**config.mk**
```make
export PLATFORM = sky130hd
export DESIGN_NAME = multiplier_datapath
export DESIGN_NICKNAME = d
export VERILOG_FILES = /design/src/rtl/mult_pkg.sv /design/src/rtl/mult_down_counter.sv /design/src/rtl/multiplier_datapath.sv
export SDC_FILE = /design/constraint.sdc
export NUM_CORES = 1
export LEC_CHECK = 0
export BUFFER_PORTS_ARGS = -buffer_cell sky130_fd_sc_hd__buf_2
export CAP_MARGIN = 20
export CORE_ASPECT_RATIO = 1.25
export CORE_MARGIN = 2
export CORE_UTILIZATION = 48
export CTS_BUF_LIST = sky130_fd_sc_hd__clkbuf_4 sky130_fd_sc_hd__clkbuf_8 sky130_fd_sc_hd__clkbuf_16
export CTS_CLUSTER_SIZE = 14
export DETAILED_ROUTE_END_ITERATION = 8
export PLACE_DENSITY = 0.77
export SYNTH_ARGS = -nofsm -noshare
export SYNTH_HDL_FRONTEND = slang
export SYNTH_SLANG_ARGS = --single-unit
```
**constraint.sdc**
```tcl
create_clock -name clk -period 2.2 [get_ports clk]
set_clock_uncertainty 0.15 [all_clocks]
set_input_delay 0.22 -clock clk [delete_from_list [all_inputs] [get_ports clk]]
set_output_delay 0.22 -clock clk [all_outputs]
set_load 0.05 [all_outputs]
```
**src/rtl/mult_pkg.sv**
```systemverilog
// Shared definitions for the D1 unsigned shift-add multiplier:
// default operand width, derived register/count widths and the sequencer command bundle.
package mult_pkg;

  localparam int N_DEFAULT = 4;

  // Accumulator register width: carry, upper half A and lower half Q.
  function automatic int reg_w(input int n);
    return 2 * n + 1;
  endfunction

  // Iteration counter width; it must hold the value n itself.
  function automatic int cnt_w(input int n);
    return $clog2(n) + 1;
  endfunction

  typedef struct packed {
    logic load;
    logic add;
    logic shift;
    logic decrement;
  } cmd_t;

endpackage

```
**src/rtl/mult_down_counter.sv**
```systemverilog
// Loadable down-counter that saturates at zero and raises a sticky underflow
// flag when asked to decrement past zero.
module mult_down_counter #(
  parameter int W    = 3,
  parameter int INIT = 4
) (
  input  logic         clk,
  input  logic         RESET,
  input  logic         load,
  input  logic         dec,
  output logic [W-1:0] count,
  output logic         underflow
);

  always_ff @(posedge clk) begin
    if (!RESET) begin
      count     <= '0;
      underflow <= 1'b0;
    end else if (load) begin
      count     <= W'(INIT);
      underflow <= 1'b0;
    end else if (dec) begin
      if (count == '0) begin
        underflow <= 1'b1;
      end else begin
        count <= count - W'(1);
      end
    end
  end

endmodule

```
**src/rtl/multiplier_datapath.sv**
```systemverilog
// Shift-add datapath for the D1 multiplier: executes one-hot sequencer commands on the
// {C, A, Q} accumulator register and the iteration counter.
module multiplier_datapath
  import mult_pkg::*;
#(
  parameter int N = N_DEFAULT
) (
  input  logic                 clk,
  input  logic                 RESET,
  input  logic                 LOAD,
  input  logic                 ADD,
  input  logic                 SHIFT,
  input  logic                 DECREMENT,
  input  logic [N-1:0]         multiplicand,
  input  logic [N-1:0]         multiplier,
  output logic [reg_w(N)-1:0]  register,
  output logic [cnt_w(N)-1:0]  count,
  output logic [2*N-1:0]       product,
  output logic                 underflow
);

  localparam int RW = reg_w(N);
  localparam int CW = cnt_w(N);

  // Commands are level-sensitive for one clock: whatever is high at the rising edge
  // is executed, with LOAD overriding the others and ADD/SHIFT/DECREMENT combinable.
  cmd_t cmd;
  assign cmd = '{load: LOAD, add: ADD, shift: SHIFT, decrement: DECREMENT};

  logic [N-1:0] m_reg;
  logic [N-1:0] a_half;
  logic [N-1:0] q_half;
  logic [N:0]   sum;
  logic [RW-1:0] added;

  assign a_half = register[2*N-1:N];
  assign q_half = register[N-1:0];
  assign sum    = {1'b0, a_half} + {1'b0, m_reg};
  assign added  = {sum, q_half};

  always_ff @(posedge clk) begin
    if (!RESET) begin
      register <= '0;
      m_reg    <= '0;
    end else if (cmd.load) begin
      m_reg    <= multiplicand;
      register <= {1'b0, {N{1'b0}}, multiplier};
    end else begin
      case ({cmd.add, cmd.shift})
        2'b10:   register <= added;
        2'b01:   register <= {1'b0, register[RW-1:1]};
        // Fused step: the shift sees the post-add value, carry included.
        2'b11:   register <= {1'b0, added[RW-1:1]};
        default: register <= register;
      endcase
    end
  end

  mult_down_counter #(
    .W    (CW),
    .INIT (N)
  ) u_counter (
    .clk       (clk),
    .RESET     (RESET),
    .load      (cmd.load),
    .dec       (cmd.decrement),
    .count     (count),
    .underflow (underflow)
  );

  assign product = register[2*N-1:0];

endmodule

```
==> metrics.txt <==
outcome=completed; WHS=0.0262 ns; met1 Resource Use GR=0.216; area delta synth->final=12.6%; largest net degree at the start of global routing=16; Pre-antenna DRT Iters=4; Setup crit start kind=flip-flop; die area=2490 sq um; RD Place Congestion=0.727; clk sink count=17; post-route ant nets=0; clock-pin slew on the worst setup and hold paths=0.10 ns; Leak Pwr=0.564 nW; fin util=0.574; max incr delay on CP=0.46 ns; detailed-route DRC error count=0; part of the cycle the worst path needs=0.866; max reg flops=9; H-Tree Level Count=1; antenna diode count=0; final instance count without filler cells=155; Least-Margin Pin Slew=0.298 ns; slowest stage cell, crit path=mux4_1; Crit Path Category=flip-flop to flip-flop; maximum root-to-sink buffer count=2; hold crit path type=primary input to flip-flop; Placed Instances=151; Site Rows=18; min Tclk post-route=1.91 ns; IO Pins=35; most frequent cells in the layout=buf_2, dfxtp_1, nand2_1, mux2i_1, nor2b_1; final wirelength=2020 um; RSZ-0062 raised after global routing=no; flop and latch count out of synthesis=17; final setup TNS=0 ns; Die Span Y=55.3 um; met3 Resource Use GR=0.0458; Worst-Skew Late Latency=0.29 ns; Post-CTS Hold Buffers=0; DP Worst Slack=0.289 ns; total global routing overflow=0; worst path cell trace=ha_1 > inv_1 > fa_1 > xor2_1 > mux4_1 > nor2_1; share of layout cells above drive strength 1=0.304; fmax=0.525 GHz; synthesized instance count=110; commonest non-fill, non-tap cell in the layout=buf_2; busiest grt layer=met2; async set or reset register ratio after synthesis=0; Global Route Usage Sum=0.180; yosys warns=0; CP delay by family, top=adder cells; M2 GR Usage=0.300; CP max FO=5; number of max-cap violations=0; Mean Syn Cell Area=9.18 sq um; post-CTS setup buffer count=0; worst vdd ir=0.495 mV; Seq/Total Area, Yosys=0.337; Worst EP required=2.29 ns; ys flop type=dfxtp_1; Synth Net Count=131; fin nets=157; CTS tree=built; EDFF count, synth=0; Rel. slew slack=0.801; initial antenna violation count=0; routed length per placed instance=13.0 um; vias=830; Synth Cell Area=1010 sq um; setup violators final=0; DR iter-0 viols=9; vias in the first global route=798; DR vias/cell=5.35; count of buffer and inverter cells on the critical path=1; Slew Limit Fails=0; Post-DP HPWL=1610 um; Core Region=1980 sq um; Resize count post-CTS=0; initial core utilization=0.509; Power Dens Cells=612 nW/um^2; CP endpoint kind=flip-flop; Yosys cell types=33; global-route wire length before repair=3390 um; crit path DAT=2.00 ns; PortBufs=34; Fin. Hold Viols=0; TritonCTS Buffers=3; die width=45.0 um; min setup slack post-route=0.295 ns; clk root buf=clkbuf_4
-- final timing paths --
check,to,slack (ns),cells after the start,from
worst max-delay path,register[5],0.29,6,register[4]
worst min-delay path,register[3],0.03,3,multiplier[3]
worst max register to register,register[5],0.29,6,register[4]
worst min register to register,u_counter.underflow,0.36,2,u_counter.underflow
-- layout make-up --
class	count	area [sq um]
fill	185	845
multi-input combinational	72	543
sequential	17	342
timing repair buffer	34	170
inverter	8	30.0
tap	20	25.0
clock buffer	3	22.5
clock inverter	1	5.00
-- cells in the mapped netlist, types with 2 or more instances --
master	instances	area, sq um
o21ai_1	4	20.0
buf_2	2	10.0
mux2i_1	8	80.1
a21oi_1	4	20.0
nand2_1	9	33.8
dfxtp_1	17	340
buf_4	9	67.6
a211oi_1	3	22.5
o21a_1	2	15.0
nor2b_1	8	50.1
nor2_1	6	22.5
and2_1	4	25.0
xor2_1	2	17.5
ha_1	6	75.1
inv_1	7	26.3
a31oi_1	2	12.5
-- stage by stage --
stage / area, sq um / total power [mW]
global placement: 1110 / 0.525
finish: 1140 / 0.696
CTS: 1140 / 0.701
global route: 1140 / 0.734
detailed placement: 1110 / 0.533
floorplan: 1010 / 0.497
-- worst reg2reg max path, stage by stage, from the launching register on --
cell and delay, ns:
dfxtp_2 0.37, ha_1 0.17, inv_1 0.05, fa_1 0.40, xor2_1 0.17, mux4_1 0.46, nor2_1 0.09
-- cell families after synthesis --
logic type / share of synthesized area
simple gates: 0.150
compound gates: 0.162
buf+inv: 0.125
flops: 0.337
fa+ha+maj: 0.0942
mux: 0.105
xor+xnor: 0.0260
-- power by group --
part           switching [mW]  internal, mW
Clock                   0.105        0.0677
Sequential             0.0122         0.324
Combinational           0.128        0.0600
Total                   0.245         0.452
-- routing by layer --
metal / routed length (um) / vias to the layer above
li1: - / 421
met1: 846 / 386
met2: 1060 / 19
met3: 87 / 4
met4: 23 / 0
met5: 0 / -
No activity file was read; power rests on OpenSTA's default activity.
